===== src/rtl/synapse_mem.sv =====
// Signed synapse word store: registered reads plus a two-stage overwrite/saturating-accumulate update path.
// Define SYNAPSE_MEM_CLEAR_EN to build the power-on clear FSM that zeroes every word after reset.
module synapse_mem #(
  parameter int ADDR_W = 4,
  parameter int DW     = 8
) (
  input  logic              clk,
  input  logic              rst_n,
  input  logic              rd_en,
  input  logic [ADDR_W-1:0] rd_addr,
  output logic [DW-1:0]     rd_data,
  output logic              rd_valid,
  input  logic              upd_valid,
  output logic              upd_ready,
  input  logic              upd_mode,
  input  logic [ADDR_W-1:0] upd_addr,
  input  logic [DW-1:0]     upd_data,
  output logic              busy,
  output logic              sat
);

  localparam int DEPTH = 1 << ADDR_W;
  localparam logic [DW-1:0] SMIN = {1'b1, {(DW-1){1'b0}}};
  localparam logic [DW-1:0] SMAX = ~SMIN;

  logic [DW-1:0]     r_mem [DEPTH];
  logic              r_s1_valid;
  logic              r_s1_mode;
  logic [ADDR_W-1:0] r_s1_addr;
  logic [DW-1:0]     r_s1_data;
  logic [DW-1:0]     r_s1_old;

  logic [DW:0]       w_sum;
  logic              w_ovf;
  logic [DW-1:0]     w_acc;
  logic [DW-1:0]     w_res;
  logic [DW-1:0]     w_old;
  logic              w_accept;
  logic              w_rd_fire;
  logic              w_clr_we;
  logic [ADDR_W-1:0] w_clr_addr;

  always_comb begin
    w_sum = {r_s1_old[DW-1], r_s1_old}
          + {r_s1_data[DW-1], r_s1_data};
    w_ovf = w_sum[DW] ^ w_sum[DW-1];
    w_acc = w_sum[DW-1:0];
    if (w_ovf) w_acc = w_sum[DW] ? SMIN : SMAX;
    w_res = r_s1_mode ? w_acc : r_s1_data;
  end

  assign upd_ready = ~busy;
  assign w_accept  = upd_valid & upd_ready;
  assign w_rd_fire = rd_en & ~busy;
  // A commit landing on the same edge must feed the next update's old word.
  assign w_old = (r_s1_valid && (r_s1_addr == upd_addr))
               ? w_res : r_mem[upd_addr];

`ifdef SYNAPSE_MEM_CLEAR_EN
  typedef enum logic {CLEAR, IDLE} state_t;
  localparam logic [ADDR_W-1:0] LAST = '1;

  state_t            r_state;
  logic [ADDR_W-1:0] r_clr_cnt;
  logic              r_busy;

  always_ff @(posedge clk or negedge rst_n) begin
    if (!rst_n) begin
      r_state   <= CLEAR;
      r_clr_cnt <= '0;
      r_busy    <= 1'b1;
    end else begin
      case (r_state)
        CLEAR: begin
          r_clr_cnt <= r_clr_cnt + 1'b1;
          if (r_clr_cnt == LAST) begin
            r_state <= IDLE;
            r_busy  <= 1'b0;
          end
        end
        default: r_state <= IDLE;
      endcase
    end
  end

  assign busy       = r_busy;
  assign w_clr_we   = (r_state == CLEAR);
  assign w_clr_addr = r_clr_cnt;
`else
  assign busy       = 1'b0;
  assign w_clr_we   = 1'b0;
  assign w_clr_addr = '0;
`endif

  always_ff @(posedge clk) begin
    if (w_clr_we)
      r_mem[w_clr_addr] <= '0;
    else if (r_s1_valid)
      r_mem[r_s1_addr] <= w_res;
  end

  always_ff @(posedge clk or negedge rst_n) begin
    if (!rst_n) begin
      rd_data    <= '0;
      rd_valid   <= 1'b0;
      sat        <= 1'b0;
      r_s1_valid <= 1'b0;
      r_s1_mode  <= 1'b0;
      r_s1_addr  <= '0;
      r_s1_data  <= '0;
      r_s1_old   <= '0;
    end else begin
      rd_valid   <= w_rd_fire;
      if (w_rd_fire) rd_data <= r_mem[rd_addr];
      sat        <= r_s1_valid & r_s1_mode & w_ovf;
      r_s1_valid <= w_accept;
      if (w_accept) begin
        r_s1_mode <= upd_mode;
        r_s1_addr <= upd_addr;
        r_s1_data <= upd_data;
        r_s1_old  <= w_old;
      end
    end
  end

endmodule

===== config.mk =====
export PLATFORM = sky130hd
export DESIGN_NAME = synapse_mem
export DESIGN_NICKNAME = d
export VERILOG_FILES = /design/src/rtl/synapse_mem.sv
export SDC_FILE = /design/constraint.sdc
export NUM_CORES = 1
export LEC_CHECK = 0
export BUFFER_PORTS_ARGS = -buffer_cell sky130_fd_sc_hd__buf_2
export CAP_MARGIN = 10
export CORE_MARGIN = 2
export CORE_UTILIZATION = 30
export DETAILED_ROUTE_END_ITERATION = 8
export PLACE_DENSITY = 0.42
export SLEW_MARGIN = 20
export SYNTH_ARGS = -nofsm -noshare
export SYNTH_HDL_FRONTEND = slang
export SYNTH_SLANG_ARGS = --single-unit

===== constraint.sdc =====
create_clock -name clk -period 4.7 [get_ports clk]
set_clock_uncertainty 0.1 [all_clocks]
set_input_delay 1.41 -clock clk [delete_from_list [all_inputs] [get_ports clk]]
set_output_delay 1.41 -clock clk [all_outputs]
set_load 0.1 [all_outputs]

==> results.json, run 1 <==
{
  "outcome": "finished, final reports clean",
  "ff2ff_path_depth": 9,
  "cts_buffer_depth": 2,
  "numPortBuffers": 30,
  "grt-ovfl-total": 0,
  "seq_area_frac_synth_pct": 58.34,
  "syn-num-nets": 479,
  "post-place-ws_ns": 0.9844,
  "rsz0062_at_grt": "false",
  "synth_warnings": 0,
  "worstHoldPathCells": 1,
  "ant_nets": 0,
  "cts_root_buf": "clkbuf_16",
  "fp-row-count": 59,
  "syn_area_per_cell_um2": 17.73,
  "required_ns": 4.89,
  "diodes": 0,
  "utilization_pct": 34.73,
  "yosysUniqueCellTypes": 56,
  "die_w_um": 166.9,
  "relSlewSlack_pct": 28.46,
  "finish.net_count": 513,
  "p_per_area_nw_per_um2": 412.7,
  "cts_tree": "built",
  "finalPower_uw": 3736,
  "async_flop_share_pct": 20.00,
  "cts.sinks": 160,
  "drc": 0,
  "final_max_slew_viol_count": 0,
  "fin_crit_sh_pct": 70.00,
  "syn_inst": 449,
  "peakVddDrop_v": 0.0002355,
  "cts_resized": 0,
  "final_cells": 831,
  "tightest_slew_ns": 1.069,
  "htreeDepth": 4,
  "grt_pass1_wl_mm": 31.69,
  "clk_latency_ns": 0.42,
  "worst_slack_ns": 1.410,
  "grt_antenna_before_repair": 0,
  "dr.first_iter.drc_count": 382,
  "cellLeakagePower_uw": 0.003133,
  "drv_cap": 0,
  "min_period_ns": 3.290,
  "synth_edf_count": 128,
  "crit_path_start_kind": "input pin",
  "clkSlewWorstSetupHoldPaths_ns": 0.07,
  "vias_per_cell": 5.266,
  "vias": 4376,
  "drtPass1Iterations": 4,
  "setup_viol": 0,
  "synth_flop_cell": "edfxtp_1",
  "cts_hold_buf": 0,
  "initial_core_util_pct": 30.55,
  "cp_data_arrival_time_ns": 3.48,
  "drive_gt1_share_pct": 32.66,
  "dp.cells": 799,
  "grt_use_total_pct": 15.70,
  "die_h_um": 166.9,
  "end_kind": "register",
  "tns_ns": 0,
  "die_area_um2": 27860,
  "postRouteWirelength_mm": 21.12,
  "io_pins": 33,
  "max_freq_mhz": 304.0,
  "hold_class": "reg -> reg",
  "ys_seq_elements": 160,
  "routedWlPerCell_um": 25.41,
  "hpwl_mm": 14.71,
  "timing_worst_setup_path_type": "in -> reg",
  "syn_area_um2": 7961,
  "cts_setup_buffers": 0,
  "cts_buffers": 17,
  "path_max_fanout": 19,
  "hold_violations": 0,
  "gp_congestion": 0.7515,
  "grt_max_degree": 33,
  "core_um2": 26060,
  "grt_pass1_vias": 4585,
  "syn_to_final_growth_pct": 13.69
}
## cell families (layout without fill, tap and decap cells)
group	count (synthesis)	after routing	synth area share, %
compound gates	59	59	5.422
xor+xnor	8	8	0.8800
fa+ha+maj	9	9	1.509
buf+inv	42	89	3.002
flops	160	160	58.34
mux	103	103	26.28
other cells	2	2	0.09433
simple gates	66	66	4.479
## final cells by class
type / instances / area, µm²
clock buffer: 17 / 425.4
clock inverter: 15 / 111.4
tap: 335 / 419.2
multi-input combinational: 247 / 3102
timing repair buffer: 46 / 307.8
fill: 2440 / 17010
sequential: 160 / 4644
inverter: 11 / 41.29
## registers in the layout, summed over array words and instances (netlist names)
name and cells:
r_s1_data 8, sat 1, rd_valid 1, r_s1_addr 4, r_s1_old 8, r_s1_mode 1, r_mem 128, rd_data 8
r_s1_valid 1
## critical path: stages
cell,delay (ns)
buf_2,0.40
buf_12,0.27
mux4_2,0.56
mux4_2,0.48
mux2i_1,0.23
a21oi_1,0.11
## cell usage after synthesis (3+ instances only)
library cell  instances  area (µm²)
edfxtp_1            128        3844
mux4_1               24       630.6
mux2_2               13       146.4
mux2_4                8       120.1
inv_1                10       37.54
ha_1                  8       100.1
a31o_1                3       26.28
clkbuf_1             12       45.04
nand3b_1              4       30.03
mux2i_1               8       80.08
nand2b_1              5       31.28
xnor2_1               4       35.03
a41oi_1               3       26.28
a21o_1                4       30.03
nor3_1                5       25.02
xor2_1                4       35.03
buf_4                 3       22.52
dfrtp_1              32       800.8
buf_6                 4       45.04
nor2b_1               6       37.54
buf_1                 8       30.03
a211oi_1              7       52.55
mux4_2               49        1104
o211ai_1              3       22.52
o21ai_0               5       25.02
o22ai_1               9       56.30
a21oi_1              13       65.06
nand2_1              15       56.30
nor2_1               20       75.07
## report_power, final
group	internal [µW]	total (µW)	switching, µW
Combinational	244	723	479
Sequential	1690	1740	50.9
Clock	680	1270	590
Total	2620	3740	1120
## routing by layer
layer  vias to the layer above  track usage, %  share of wire (%)
li1                       1934               -                  -
met1                      2333           21.64                 47
met2                        97           25.60                 49
met3                        12           3.089                3.3
met4                         0           3.823               0.85
met5                         -               0                  0
## path summary, 6_finish.rpt
kind                             start            to  slack, ns
min                         rd_data[1]    rd_data[1]       0.41
max                        upd_addr[0]   r_s1_old[7]       1.41
max in group asynchronous        rst_n   r_s1_old[0]       2.97
min reg2reg                 rd_data[1]    rd_data[1]       0.41
min in group asynchronous        rst_n  r_s1_data[6]       0.98
max reg2reg                r_s1_old[0]   r_s1_old[2]       1.48
## cell usage in the layout (no fill, tap or decap), types with 4 or more instances in the layout
| master | netlist | layout |
|---|---|---|
| clkbuf_16 | 0 | 17 |
| nand2b_1 | 5 | 5 |
| a21oi_1 | 13 | 13 |
| a211oi_1 | 7 | 7 |
| o21ai_0 | 5 | 5 |
| nor2b_1 | 6 | 6 |
| mux2_2 | 13 | 13 |
| a21o_1 | 4 | 4 |
| inv_1 | 10 | 10 |
| buf_2 | 1 | 30 |
| clkinvlp_4 | 0 | 4 |
| xnor2_1 | 4 | 4 |
| xor2_1 | 4 | 4 |
| nor2_1 | 20 | 17 |
| mux4_2 | 49 | 49 |
| nand2_1 | 15 | 15 |
| o22ai_1 | 9 | 9 |
| dfrtp_1 | 32 | 32 |
| nand3b_1 | 4 | 4 |
| ha_1 | 8 | 8 |
| mux2i_1 | 8 | 8 |
| mux4_1 | 24 | 24 |
| buf_4 | 3 | 13 |
| edfxtp_1 | 128 | 128 |
| mux2_4 | 8 | 8 |
## per-stage QoR
step | hold slack, ns | area [µm²]
floorplan | 0.3928 | 7961
detailed placement | 0.4017 | 8512
CTS | 0.4173 | 9049
global placement | 0.3965 | 8501
finish | 0.4130 | 9051
global route | 0.4250 | 9051
Power figures use the tool's default switching activity.
==> run 2, diff against run 1 <==
--- a/config.mk
+++ b/config.mk
@@ -5,12 +5,13 @@
 export SDC_FILE = /design/constraint.sdc
 export NUM_CORES = 1
 export LEC_CHECK = 0
+export ABC_AREA = 1
 export BUFFER_PORTS_ARGS = -buffer_cell sky130_fd_sc_hd__buf_2
 export CAP_MARGIN = 10
 export CORE_MARGIN = 2
 export CORE_UTILIZATION = 30
 export DETAILED_ROUTE_END_ITERATION = 8
-export PLACE_DENSITY = 0.42
+export PLACE_DENSITY = 0.43
 export SLEW_MARGIN = 20
 export SYNTH_ARGS = -nofsm -noshare
 export SYNTH_HDL_FRONTEND = slang
==> constraint.sdc (replaced) <==
create_clock -name clk -period 2.9 [get_ports clk]
set_clock_uncertainty 0.1 [all_clocks]
set_input_delay 0.87 -clock clk [delete_from_list [all_inputs] [get_ports clk]]
set_output_delay 0.87 -clock clk [all_outputs]
set_load 0.1 [all_outputs]
==> run 2 against run 1 <==
Final area rose by 3.8%; area after synthesis up 1.8%; die area rose by 1.7%; cell count up 52%; core utilization rose by 0.43 points; non-clock buffer count is 27 higher; sequential share of layout area fell by 1.9 points; critical path depth grew 7; setup slack worse by 1.1 ns; hold slack worse by 0.017 ns; combinational power increased by 56%; sequential cell count did not move; highest routed layer unchanged.
==> results.json, run 2 <==
{
  "outcome": "finished, final reports clean",
  "cellLeakagePower_uw": 0.003574,
  "cts_setup_buffers": 0,
  "worstHoldPathCells": 2,
  "grt_max_degree": 47,
  "peakVddDrop_v": 0.0004298,
  "yosysUniqueCellTypes": 39,
  "relSlewSlack_pct": 41.92,
  "diodes": 0,
  "grt_pass1_vias": 6371,
  "syn_inst": 872,
  "routedWlPerCell_um": 21.67,
  "drv_cap": 0,
  "core_um2": 26730,
  "fin_crit_sh_pct": 88.64,
  "die_w_um": 168.3,
  "syn_to_final_growth_pct": 15.98,
  "die_h_um": 168.3,
  "r2r-start": "r_s1_data[0]",
  "clkSlewWorstSetupHoldPaths_ns": 0.06,
  "die_area_um2": 28340,
  "hold_end": "r_s1_old[0]",
  "tns_ns": 0,
  "seq_area_frac_synth_pct": 57.32,
  "syn_area_um2": 8103,
  "vias_per_cell": 5.265,
  "ff2ff_path_depth": 13,
  "min_from": "r_s1_old[0]",
  "synth_most_common_cell": "nor2_1",
  "syn-num-nets": 902,
  "syn_area_per_cell_um2": 9.292,
  "utilization_pct": 35.16,
  "hold_violations": 0,
  "worst_r2r_endpoint": "r_mem[6][3]",
  "yosys.area.top_type": "edfxtp_1",
  "io_pins": 33,
  "synth_area_leaders": "edfxtp_1 (47%), dfrtp_1 (9.9%), o21ai_0 (8.4%)",
  "cts_tree": "built",
  "cts_resized": 0,
  "fin_area_um2": 9398,
  "layout_commonest_cell": "nor2_1",
  "gp_congestion": 0.8165,
  "vias": 6645,
  "numPortBuffers": 30,
  "grt-ovfl-total": 0,
  "tightest_slew_ns": 0.8712,
  "hold_class": "reg -> reg",
  "finalPower_uw": 6203,
  "cts_buffer_depth": 2,
  "yosys.area.top_type_share_pct": 47.44,
  "crit_path_start_kind": "register",
  "ys_seq_elements": 160,
  "cts_buffers": 17,
  "fp-row-count": 60,
  "hpwl_mm": 17.72,
  "synth_edf_count": 128,
  "timing_worst_setup_path_type": "reg -> reg",
  "min_period_ns": 2.571,
  "final_max_slew_viol_count": 0,
  "dr.first_iter.drc_count": 649,
  "ant_nets": 0,
  "drive_gt1_share_pct": 13.36,
  "async_flop_share_pct": 20.00,
  "layout_common_cells": "nor2_1 (170), o21ai_0 (136), edfxtp_1 (128)",
  "post-place-ws_ns": 0.3036,
  "drc": 0,
  "grt_pass1_wl_mm": 40.74,
  "p_per_area_nw_per_um2": 660.0,
  "cts.sinks": 160,
  "cts_hold_buf": 0,
  "postRouteWirelength_mm": 27.35,
  "synth_flop_cell": "edfxtp_1",
  "required_ns": 2.91,
  "netlist_top_cells_count": "nor2_1 (171), o21ai_0 (136), edfxtp_1 (128)",
  "path_max_fanout": 16,
  "largest_reg_flops": 128,
  "end_kind": "register",
  "postPlaceCellArea_um2": 8801,
  "r2r_setup_slack_ns": 0.33,
  "rsz0062_at_grt": "false",
  "cp_data_arrival_time_ns": 2.58,
  "worst_slack_ns": 0.3294,
  "htreeDepth": 4,
  "drtPass1Iterations": 5,
  "largest-register": "r_mem",
  "max_freq_mhz": 389.0,
  "grt_antenna_before_repair": 0,
  "setup_viol": 0,
  "cts_root_buf": "clkbuf_16",
  "finish.net_count": 938,
  "initial_core_util_pct": 30.32,
  "synth_warnings": 0,
  "clk_latency_ns": 0.43,
  "grt_use_total_pct": 19.60
}
run 2: cell types whose count changed after synthesis, moves of 23 or more:
cell,before,now
inv_1,10,42
mux4_1,24,0
o211ai_1,3,26
nand2_1,15,120
o221ai_1,0,29
o21ai_0,5,136
nand3_1,2,45
mux4_2,49,0
nor2_1,20,171
run 2: worst max-delay path by stage:
stage            startpoint      endpoint  slack, ns  cells after the start
2_1_floorplan  r_s1_data[0]   r_mem[0][7]       0.69                     10
3_3_place_gp    r_s1_old[0]  r_mem[13][3]       0.31                     13
3_5_place_dp    r_s1_old[0]   r_mem[1][3]       0.30                     13
4_1_cts        r_s1_data[0]   r_mem[6][3]       0.30                     13
5_1_grt        r_s1_data[0]  r_mem[10][3]       0.03                     14
6_report       r_s1_data[0]   r_mem[6][3]       0.33                     13
run 2: power breakdown:
group          switching (µW)  internal, µW
clock network             961          1340
registers                58.3          2710
logic                     840           294
run 2: logic make-up after synthesis:
logic type	Yosys count	synth area share (%)
and+or+nand+nor	347	17.25
AOI/OAI and AO/OA	236	17.37
DFF	160	57.32
buffers and inverters	113	5.945
adders and majority gates	9	1.482
xor gates and xnor gates	5	0.5406
other	2	0.09268
run 2: per-layer routing:
metal	track usage (%)	wire length, µm	up-vias
met4	6.972	613	0
met5	0	0	-
met2	30.20	12390	244
li1	-	-	3122
met3	2.868	1338	36
met1	28.12	13010	3243
run 2: cell type report:
class                      instances  area (µm²)
sequential                       160        4644
inverter                          57       215.2
clock buffer                      20       466.7
clock inverter                    12       130.1
tap                              341       426.7
multi-input combinational        599        2979
fill                            2719       17330
timing repair buffer              73       535.5
run 2: critical path: stages, from the launching register on:
cell     delay, ns
dfrtp_1       0.35
ha_1          0.17
inv_1         0.05
fa_1          0.40
inv_1         0.07
nand2_1       0.04
nand2_1       0.08
nand3_2       0.10
nand3_2       0.11
nand2_4       0.07
a21oi_4       0.22
nand2_1       0.07
nand2_1       0.17
inv_1         0.25
run 2: stage by stage:
stage | std cells | hold slack (ns)
finish | 1262 | 0.3963
global route | 1262 | 0.4181
CTS | 1262 | 0.3952
detailed placement | 1230 | 0.3747
global placement | 1230 | 0.3808
floorplan | 872 | 0.3528
